===== src/rtl/mem_arb_pkg.sv =====
// mem_arb_pkg: shared types and defaults for the MEMBANK arbiter
// state encoding, port ids and default geometry
package mem_arb_pkg;

  typedef enum logic [1:0] {
    IDLE  = 2'd0,
    ISSUE = 2'd1,
    WAIT  = 2'd2,
    DONE  = 2'd3
  } state_t;

  localparam logic PORT_FETCH = 1'b0;
  localparam logic PORT_DATA  = 1'b1;

  localparam int ADDR_W_DEF  = 8;
  localparam int DATA_W_DEF  = 16;
  localparam int MEM_LAT_DEF = 1;

endpackage


===== src/rtl/mem_arb_if.sv =====
// mem_arb_if: requester ports plus MEMBANK control bus
// slave = arbiter side, master = requesters/bank side
interface mem_arb_if
  import mem_arb_pkg::*;
#(
  parameter int ADDR_W = ADDR_W_DEF,
  parameter int DATA_W = DATA_W_DEF
);

  logic              p0_req;
  logic              p0_we;
  logic [ADDR_W-1:0] p0_addr;
  logic [DATA_W-1:0] p0_wdata;
  logic              p0_ack;
  logic [DATA_W-1:0] p0_rdata;

  logic              p1_req;
  logic              p1_we;
  logic [ADDR_W-1:0] p1_addr;
  logic [DATA_W-1:0] p1_wdata;
  logic              p1_ack;
  logic [DATA_W-1:0] p1_rdata;

  logic [ADDR_W-1:0] mem_addr;
  logic [DATA_W-1:0] mem_wdata;
  logic              mem_read;
  logic              mem_write;
  logic [DATA_W-1:0] mem_rdata;

  logic              busy;
  logic              grant;

  modport slave (
    input  p0_req, p0_we, p0_addr, p0_wdata,
    input  p1_req, p1_we, p1_addr, p1_wdata,
    input  mem_rdata,
    output p0_ack, p0_rdata,
    output p1_ack, p1_rdata,
    output mem_addr, mem_wdata,
    output mem_read, mem_write,
    output busy, grant
  );

  modport master (
    output p0_req, p0_we, p0_addr, p0_wdata,
    output p1_req, p1_we, p1_addr, p1_wdata,
    output mem_rdata,
    input  p0_ack, p0_rdata,
    input  p1_ack, p1_rdata,
    input  mem_addr, mem_wdata,
    input  mem_read, mem_write,
    input  busy, grant
  );

endinterface


===== src/rtl/mem_arbiter.sv =====
// mem_arbiter: two-port round-robin front end for the MEMBANK
// turns level req/ack handshakes into one-cycle bank strobes
module mem_arbiter
  import mem_arb_pkg::*;
#(
  parameter int ADDR_W  = ADDR_W_DEF,
  parameter int DATA_W  = DATA_W_DEF,
  parameter int MEM_LAT = MEM_LAT_DEF
) (
  input  logic      CLK,
  input  logic      RST_N,
  mem_arb_if.slave  bus
);

  localparam logic [3:0] CNT_INIT = 4'(MEM_LAT - 1);

  state_t            state;
  logic              last_grant;
  logic              grant_q;
  logic              we_q;
  logic [3:0]        cnt;
  logic [ADDR_W-1:0] addr_q;
  logic [DATA_W-1:0] wdata_q;
  logic [DATA_W-1:0] rdata0_q;
  logic [DATA_W-1:0] rdata1_q;
  logic              rd_q;
  logic              wr_q;
  logic              ack0_q;
  logic              ack1_q;
  logic              busy_q;

  logic both;
  logic pick;

  // on a tie, the port that did not win last time goes next
  assign both = bus.p0_req & bus.p1_req;
  assign pick = both ? ~last_grant : bus.p1_req;

  always_ff @(posedge CLK or negedge RST_N) begin
    if (!RST_N) begin
      state      <= IDLE;
      last_grant <= PORT_DATA;
      grant_q    <= PORT_FETCH;
      we_q       <= 1'b0;
      cnt        <= '0;
      addr_q     <= '0;
      wdata_q    <= '0;
      rdata0_q   <= '0;
      rdata1_q   <= '0;
      rd_q       <= 1'b0;
      wr_q       <= 1'b0;
      ack0_q     <= 1'b0;
      ack1_q     <= 1'b0;
      busy_q     <= 1'b0;
    end else begin
      unique case (state)
        IDLE: begin
          if (bus.p0_req | bus.p1_req) begin
            grant_q    <= pick;
            last_grant <= pick;
            busy_q     <= 1'b1;
            state      <= ISSUE;
            if (pick == PORT_DATA) begin
              addr_q  <= bus.p1_addr;
              wdata_q <= bus.p1_wdata;
              we_q    <= bus.p1_we;
              rd_q    <= ~bus.p1_we;
              wr_q    <= bus.p1_we;
            end else begin
              addr_q  <= bus.p0_addr;
              wdata_q <= bus.p0_wdata;
              we_q    <= bus.p0_we;
              rd_q    <= ~bus.p0_we;
              wr_q    <= bus.p0_we;
            end
          end
        end
        ISSUE: begin
          rd_q  <= 1'b0;
          wr_q  <= 1'b0;
          cnt   <= CNT_INIT;
          state <= WAIT;
        end
        WAIT: begin
          if (cnt != '0) begin
            cnt <= cnt - 4'd1;
          end else begin
            // bank floats its output after a write
            if (!we_q) begin
              if (grant_q == PORT_DATA)
                rdata1_q <= bus.mem_rdata;
              else
                rdata0_q <= bus.mem_rdata;
            end
            if (grant_q == PORT_DATA)
              ack1_q <= 1'b1;
            else
              ack0_q <= 1'b1;
            state <= DONE;
          end
        end
        DONE: begin
          ack0_q <= 1'b0;
          ack1_q <= 1'b0;
          busy_q <= 1'b0;
          state  <= IDLE;
        end
        default: state <= IDLE;
      endcase
    end
  end

  assign bus.mem_addr  = addr_q;
  assign bus.mem_wdata = wdata_q;
  assign bus.mem_read  = rd_q;
  assign bus.mem_write = wr_q;
  assign bus.p0_ack    = ack0_q;
  assign bus.p1_ack    = ack1_q;
  assign bus.p0_rdata  = rdata0_q;
  assign bus.p1_rdata  = rdata1_q;
  assign bus.busy      = busy_q;
  assign bus.grant     = grant_q;

endmodule


===== src/flat_wrapper.sv =====
// flat-port wrapper written by rule: the top's interface ports become plain ports
module mem_arbiter_flat import mem_arb_pkg::*;
#(
  parameter int ADDR_W  = ADDR_W_DEF,
  parameter int DATA_W  = DATA_W_DEF,
  parameter int MEM_LAT = MEM_LAT_DEF
)
  (CLK, RST_N, bus_p0_req, bus_p0_we, bus_p0_addr, bus_p0_wdata, bus_p1_req, bus_p1_we, bus_p1_addr, bus_p1_wdata, bus_mem_rdata, bus_p0_ack, bus_p0_rdata, bus_p1_ack, bus_p1_rdata, bus_mem_addr, bus_mem_wdata, bus_mem_read, bus_mem_write, bus_busy, bus_grant);
  mem_arb_if #(.ADDR_W(ADDR_W), .DATA_W(DATA_W)) bus_i ();
  input  logic CLK;
  input  logic RST_N;
  input wire logic [$bits(bus_i.p0_req)-1:0] bus_p0_req;
  input wire logic [$bits(bus_i.p0_we)-1:0] bus_p0_we;
  input wire logic [$bits(bus_i.p0_addr)-1:0] bus_p0_addr;
  input wire logic [$bits(bus_i.p0_wdata)-1:0] bus_p0_wdata;
  input wire logic [$bits(bus_i.p1_req)-1:0] bus_p1_req;
  input wire logic [$bits(bus_i.p1_we)-1:0] bus_p1_we;
  input wire logic [$bits(bus_i.p1_addr)-1:0] bus_p1_addr;
  input wire logic [$bits(bus_i.p1_wdata)-1:0] bus_p1_wdata;
  input wire logic [$bits(bus_i.mem_rdata)-1:0] bus_mem_rdata;
  output wire logic [$bits(bus_i.p0_ack)-1:0] bus_p0_ack;
  output wire logic [$bits(bus_i.p0_rdata)-1:0] bus_p0_rdata;
  output wire logic [$bits(bus_i.p1_ack)-1:0] bus_p1_ack;
  output wire logic [$bits(bus_i.p1_rdata)-1:0] bus_p1_rdata;
  output wire logic [$bits(bus_i.mem_addr)-1:0] bus_mem_addr;
  output wire logic [$bits(bus_i.mem_wdata)-1:0] bus_mem_wdata;
  output wire logic [$bits(bus_i.mem_read)-1:0] bus_mem_read;
  output wire logic [$bits(bus_i.mem_write)-1:0] bus_mem_write;
  output wire logic [$bits(bus_i.busy)-1:0] bus_busy;
  output wire logic [$bits(bus_i.grant)-1:0] bus_grant;
  assign bus_i.p0_req = bus_p0_req;
  assign bus_i.p0_we = bus_p0_we;
  assign bus_i.p0_addr = bus_p0_addr;
  assign bus_i.p0_wdata = bus_p0_wdata;
  assign bus_i.p1_req = bus_p1_req;
  assign bus_i.p1_we = bus_p1_we;
  assign bus_i.p1_addr = bus_p1_addr;
  assign bus_i.p1_wdata = bus_p1_wdata;
  assign bus_i.mem_rdata = bus_mem_rdata;
  assign bus_p0_ack = bus_i.p0_ack;
  assign bus_p0_rdata = bus_i.p0_rdata;
  assign bus_p1_ack = bus_i.p1_ack;
  assign bus_p1_rdata = bus_i.p1_rdata;
  assign bus_mem_addr = bus_i.mem_addr;
  assign bus_mem_wdata = bus_i.mem_wdata;
  assign bus_mem_read = bus_i.mem_read;
  assign bus_mem_write = bus_i.mem_write;
  assign bus_busy = bus_i.busy;
  assign bus_grant = bus_i.grant;
  mem_arbiter #(.ADDR_W(ADDR_W), .DATA_W(DATA_W), .MEM_LAT(MEM_LAT)) u_core (.CLK(CLK), .RST_N(RST_N), .bus(bus_i));
endmodule

===== config.mk =====
export PLATFORM = sky130hd
export DESIGN_NAME = mem_arbiter_flat
export DESIGN_NICKNAME = d
export VERILOG_FILES = /design/src/rtl/mem_arb_pkg.sv /design/src/rtl/mem_arb_if.sv /design/src/rtl/mem_arbiter.sv /design/src/flat_wrapper.sv
export SDC_FILE = /design/constraint.sdc
export NUM_CORES = 1
export LEC_CHECK = 0
export CAP_MARGIN = 25
export CORE_MARGIN = 4
export CORE_UTILIZATION = 39
export DETAILED_ROUTE_END_ITERATION = 10
export PLACE_DENSITY = 0.76
export RECOVER_POWER = 50
export SLEW_MARGIN = 20
export SYNTH_ARGS = -nofsm -noshare
export SYNTH_HDL_FRONTEND = slang
export SYNTH_SLANG_ARGS = --single-unit

===== constraint.sdc =====
create_clock -name CLK -period 1.6 [get_ports CLK]
set_input_delay 0.24 -clock CLK [delete_from_list [all_inputs] [get_ports CLK]]
set_output_delay 0.24 -clock CLK [all_outputs]
set_load 0.05 [all_outputs]

==> results of run 1 <==
[worst max-delay path, stage by stage (launching register included)]
cell	delay (ns)
dfrtp_1	0.39
inv_2	0.09
ha_4	0.15
or3b_4	0.40
a21oi_4	0.16
mux2_4	0.32
[state kept, by name, summed over array words and instances (netlist names)]
name / flops
u_core.bus.busy: 1
u_core.bus.mem_write: 1
u_core.we_q: 1
u_core.last_grant: 1
u_core.state: 2
u_core.bus.p1_rdata: 16
u_core.bus.mem_addr: 8
u_core.bus.p1_ack: 1
u_core.bus.p0_ack: 1
u_core.bus.mem_read: 1
u_core.bus.mem_wdata: 16
u_core.bus.grant: 1
u_core.bus.p0_rdata: 16
u_core.cnt: 4
[worst min path at each step]
stage          depth (start not counted)  slack [ns]                 endpoint                   start
3_5_place_dp                           2        0.29   u_core.bus.p0_rdata[6]                   RST_N
5_1_grt                                2        0.52   u_core.bus.mem_addr[3]  u_core.bus.mem_addr[3]
2_1_floorplan                          0       -0.06          u_core.bus.busy                   RST_N
4_1_cts                                3        0.45   u_core.bus.p0_rdata[6]                   RST_N
6_report                               2        0.48   u_core.bus.mem_addr[3]  u_core.bus.mem_addr[3]
3_3_place_gp                           2        0.30  u_core.bus.mem_wdata[6]                   RST_N
[synth_stat cells (2+ instances only)]
| cell type | number | share of area (%) |
|---|---|---|
| nand2_1 | 27 | 3.2 |
| mux2i_1 | 26 | 8.2 |
| mux2_4 | 20 | 9.5 |
| nand3_4 | 2 | 1.1 |
| a22o_1 | 3 | 0.83 |
| nor2b_1 | 2 | 0.39 |
| a311o_1 | 2 | 0.63 |
| clkbuf_1 | 3 | 0.36 |
| nor3b_1 | 3 | 0.71 |
| dfrtp_1 | 69 | 55 |
| mux2_2 | 12 | 4.3 |
| o21ai_0 | 24 | 3.8 |
| buf_6 | 4 | 1.4 |
| ha_1 | 6 | 2.4 |
| o21ai_1 | 4 | 0.63 |
| buf_2 | 4 | 0.63 |
| nand2b_1 | 2 | 0.39 |
| a21oi_1 | 3 | 0.47 |
| nor2_1 | 4 | 0.47 |
| inv_1 | 6 | 0.71 |
[cells by family (layout without fill, tap and decap cells)]
logic type               after synthesis  count (layout)  synth area share, %
flip-flops                            70              70                 55.3
multiplexers                          59              59                 22.3
AND/OR/NAND/NOR                       48              48                 8.06
AO/OA/AOI/OAI                         45              45                 8.57
buffers and inverters                 18             179                 3.36
adder cells (fa/ha/maj)                6               6                 2.37
[final cells by class]
cell class	instances	area share, %
clock buffers	9	2.52
clock inverters	7	2.47
inverters	6	0.458
multi-input cells	158	28.3
flip-flops and latches	70	35.7
well taps	102	2.59
repair buffers	157	28.0
[power by group through the flow]
stage	logic [W]	registers, W	clock network (W)
after floorplan	0.00186	0.00582	0
after global placement	0.00665	0.00314	0
after detailed placement	0.00676	0.00318	0
after CTS	0.00681	0.00315	0.00178
after global routing	0.00706	0.00326	0.00185
final	0.00670	0.00315	0.00174
[timing repair]
| item | 4_1_cts | 5_1_grt |
|---|---|---|
| gates cloned | 0 | 0 |
| hold buffers | 1 | 0 |
| hold endpoints to repair | 69 | 0 |
| resized for setup | 7 | 8 |
| setup buffers | 1 | 3 |
| pin swaps | 4 | 4 |
| endpoints found under the setup margin | 21 | 34 |
[metal layers]
metal / up-vias / share of wire [%]
met5: - / 0
met4: 0 / 1.5
met3: 12 / 6.4
met2: 87 / 49
met1: 1158 / 43
li1: 1185 / -
[metrics by stage]
stage | util (%) | hold slack (ns) | power (W) | instance area (µm²)
after floorplan | - | -0.0556 | 0.00769 | 3190
after global placement | 59.4 | 0.298 | 0.00979 | 4630
after detailed placement | 59.4 | 0.294 | 0.00994 | 4630
after CTS | 63.1 | 0.453 | 0.0117 | 4930
after global routing | 63.0 | 0.516 | 0.0122 | 4920
final | 63.0 | 0.481 | 0.0116 | 4920
==> flow_metrics.py, run 1 <==
metrics = {
    "cells_and_area": {
        "final_cell_mix": "clkdlybuf4s50_1, dfrtp_1, buf_4",
        "nets": 478,
        "diodes": 0,
        "area_delta_synth_final_pct": 55.3,
        "final_common_cell": "clkdlybuf4s50_1",
        "regArea_um2": 1760,
        "instances_no_fill": 509,
        "layout-drive-gt1-share_pct": 36.1,
        "multi_input_area_um2": 1390,
        "fill_cells": 632,
    },
    "drt": {
        "drt-total-wl_um": 8160,
        "drt-pass1-iter-count": 4,
        "drt_iter0_markers": 79,
        "via_count": 2442,
        "routedWlPerCell_um": 16.0,
        "via_per_inst": 4.80,
        "detail-route-antenna-nets": 0,
        "drc": 0,
    },
    "global_routing": {
        "grt_first_pass_wirelength_um": 13200,
        "grtUsageMet3_pct": 4.86,
        "grt_antenna_before_repair": 0,
        "grt_usage_pct": 17.0,
        "overflow": 0,
        "met1_usage_pct": 21.1,
        "grt_pass1_vias": 2642,
        "use_met2_pct": 28.4,
        "grt_max_degree": 71,
        "grt_busiest_layer": "met2",
    },
    "yosys": {
        "netlist_area_um2": 3170,
        "synth_cell_types": 40,
        "synth_edf_count": 0,
        "synth_cells": 246,
        "ys_seq_area_share_pct": 55.3,
        "yosysWarnings": 0,
        "syn-num-nets": 322,
        "syn_avg_cell_area_um2": 12.9,
        "synthArstFlopShare_pct": 100,
        "synth-seq-cells": 70,
        "synthFlopType": "dfrtp_1",
    },
    "critical_path": {
        "r2r_cells": 5,
        "startpoint": "u_core.cnt[1]",
        "endpoint": "u_core.state[1]",
        "cp-start-kind": "flop",
        "reg2reg_to": "u_core.state[1]",
        "critical_path_required_ns": 1.82,
        "r2r_start": "u_core.cnt[1]",
        "crit_path_end_kind": "flop",
        "crit_type": "flop to flop",
        "r2r_slack_ns": -0.02,
        "arrival_ns": 1.84,
        "worstPathMaxFanout": 4,
    },
    "pwr": {
        "combPwrFrac_pct": 57.8,
        "leakagePower_nw": 2.34,
        "switching_power_w": 0.00547,
        "ir_drop_v": 0.000863,
        "p_seq_share_pct": 27.2,
        "powerDensity_nw_per_um2": 2350,
        "power_frac_clock_pct": 15.0,
        "swShare_pct": 47.2,
        "intPower_w": 0.00611,
    },
    "clocking": {
        "cts_buffer_depth": 2,
        "cts.sinks": 70,
        "cts.clk_slew.worst_paths_ns": 0.08,
        "cts_tree": "done",
        "cts-htree-levels": 3,
        "clockRootBuffer": "clkbuf_8",
        "clk_latency_ns": 0.34,
        "cts_inserted_buffers": 9,
    },
    "placement": {
        "placed_cells": 488,
        "post-place-ws_ns": -0.143,
        "gp_congestion": 0.819,
        "io_buffers": 131,
        "hpwlAfterDp_um": 6080,
    },
    "sta": {
        "skew_ns": 0.0111,
        "final-hold-violation-count": 0,
        "tns_ns": -0.0225,
        "fin_crit_sh_pct": 101,
        "rsz0062_at_grt": "true",
        "min_period_ns": 1.62,
        "setup-violations-final": 2,
        "layout_setup_ws_ns": -0.0186,
        "slew_violations": 0,
        "worst_pin_slew_ns": 0.938,
        "slew_headroom_pct": 37.5,
        "fmax_ghz": 0.618,
    },
    "floorplanning": {
        "initial_core_util_pct": 40.6,
        "num_rows": 32,
        "ios": 132,
        "die_w_um": 98.1,
        "core_region_area_um2": 7810,
        "die_height_um": 98.1,
        "die_area_um2": 9630,
    },
    "flow_run": {
        "max_cap_viol_count": 0,
    },
    "min_path": {
        "min_path_type": "flop to flop",
    },
    "status": {
        "outcome": "finished, violations left",
        "violations": "negative setup slack",
    },
}
Power figures use the tool's default switching activity.
==> run 2: changes to the inputs <==
- SKIP_LAST_GASP: default -> 1
==> flow_metrics.py, run 2 (synthesized netlist as in run 1, its figures left out) <==
metrics = {
    "sta": {
        "fin_crit_sh_pct": 101,
        "setup-violations-final": 2,
        "slew_violations": 0,
        "layout_setup_ws_ns": -0.0185,
        "fmax_ghz": 0.618,
        "slew_headroom_pct": 37.6,
        "tns_ns": -0.0238,
        "rsz0062_at_grt": "true",
        "skew_ns": 0.0102,
        "min_period_ns": 1.62,
        "worst_pin_slew_ns": 0.936,
        "final-hold-violation-count": 0,
    },
    "global_routing": {
        "overflow": 0,
        "grt_pass1_vias": 2642,
        "met1_usage_pct": 21.1,
        "grt_usage_pct": 17.0,
        "use_met2_pct": 28.4,
        "grt_max_degree": 71,
        "grt_first_pass_wirelength_um": 13200,
        "grtUsageMet3_pct": 4.86,
        "grt_antenna_before_repair": 0,
        "grt_busiest_layer": "met2",
    },
    "critical_path": {
        "reg2reg_to": "u_core.state[1]",
        "worstPathMaxFanout": 4,
        "r2r_slack_ns": -0.02,
        "r2r_start": "u_core.cnt[1]",
        "startpoint": "u_core.cnt[1]",
        "critical_path_required_ns": 1.82,
        "cp-start-kind": "flop",
        "arrival_ns": 1.84,
        "crit_type": "flop to flop",
        "r2r_cells": 5,
        "crit_path_end_kind": "flop",
    },
    "cells_and_area": {
        "regArea_um2": 1760,
        "fill_cells": 636,
        "final_common_cell": "clkdlybuf4s50_1",
        "layout-drive-gt1-share_pct": 36.1,
        "final_cell_mix": "clkdlybuf4s50_1, dfrtp_1, buf_4",
        "multi_input_area_um2": 1370,
        "diodes": 0,
        "nets": 478,
        "area_delta_synth_final_pct": 54.6,
    },
    "status": {
        "outcome": "finished, violations left",
        "violations": "negative setup slack",
    },
    "pwr": {
        "powerDensity_nw_per_um2": 2350,
        "ir_drop_v": 0.000864,
        "total_power_w": 0.0115,
        "leakagePower_nw": 2.31,
    },
    "drt": {
        "detail-route-antenna-nets": 0,
        "drc": 0,
        "drt-pass1-iter-count": 4,
        "drt-total-wl_um": 8100,
        "routedWlPerCell_um": 15.9,
        "via_per_inst": 4.81,
        "drt_iter0_markers": 99,
        "via_count": 2448,
    },
    "clocking": {
        "cts-htree-levels": 3,
        "clk_latency_ns": 0.34,
        "cts_tree": "done",
        "cts.clk_slew.worst_paths_ns": 0.08,
        "clockRootBuffer": "clkbuf_8",
        "cts.sinks": 70,
        "cts_buffer_depth": 2,
        "cts_inserted_buffers": 9,
    },
    "floorplanning": {
        "core_region_area_um2": 7810,
        "num_rows": 32,
        "die_w_um": 98.1,
        "die_height_um": 98.1,
        "initial_core_util_pct": 40.6,
        "die_area_um2": 9630,
        "ios": 132,
    },
    "min_path": {
        "min_path_cells": 2,
        "min_path_type": "flop to flop",
        "hold_start": "u_core.bus.mem_addr[3]",
        "whs_endpoint": "u_core.bus.mem_addr[3]",
    },
    "placement": {
        "hpwlAfterDp_um": 6080,
        "gp_congestion": 0.819,
        "io_buffers": 131,
    },
    "flow_run": {
        "max_cap_viol_count": 0,
    },
}
-- run 2: layer usage --
metal / up-vias / routed length, µm
met1: 1160 / 3420
met5: - / 0
li1: 1186 / -
met2: 87 / 3970
met3: 15 / 545
met4: 0 / 157
-- run 2: power breakdown --
group,leakage [nW],internal (W),switching [W]
Combinational,1.34,0.00239,0.00424
Sequential,0.844,0.00263,0.000510
Clock,0.124,0.00104,0.000701
Total,2.31,0.00606,0.00545
-- run 2: critical path: stages, from the launching register on --
cell	delay, ns
dfrtp_1	0.39
inv_2	0.09
ha_4	0.15
or3b_4	0.40
a21oi_4	0.16
mux2_4	0.32
-- run 2: layout make-up --
cell class | instances | share of cell area (%)
clock buffers | 9 | 2.53
clock inverters | 7 | 2.48
inverters | 6 | 0.460
multi-input cells | 158 | 28.0
flip-flops and latches | 70 | 35.8
well taps | 102 | 2.61
repair buffers | 157 | 28.1
-- run 2: how the worst max path moves through the flow --
stage / endpoint / slack (ns) / depth (start not counted)
after global routing: u_core.state[1] / -0.05 / 5
after detailed placement: u_core.bus.mem_wdata[6] / -0.14 / 5
after global placement: u_core.bus.mem_addr[7] / -0.08 / 5
final: u_core.state[1] / -0.02 / 5
after CTS: u_core.bus.p0_ack / -0.03 / 6
after floorplan: u_core.state[1] / -0.06 / 6
-- run 2: what timing repair did --
item	4_1_cts	5_1_grt
resized for setup	7	2
setup buffers	1	3
hold endpoints to repair	69	0
hold buffers	1	0
pin swaps	4	4
endpoints found under the setup margin	21	34
-- run 2: stage by stage --
| step | std cells | utilization, % | instance area, µm² | setup slack [ns] | hold WS (ns) |
|---|---|---|---|---|---|
| floorplan | 246 | - | 3190 | -0.0613 | -0.0556 |
| global placement | 488 | 59.4 | 4630 | -0.0777 | 0.298 |
| detailed placement | 488 | 59.4 | 4630 | -0.143 | 0.294 |
| CTS | 506 | 63.1 | 4930 | -0.0312 | 0.453 |
| global route | 509 | 62.7 | 4900 | -0.0536 | 0.516 |
| finish | 509 | 62.7 | 4900 | -0.0185 | 0.481 |
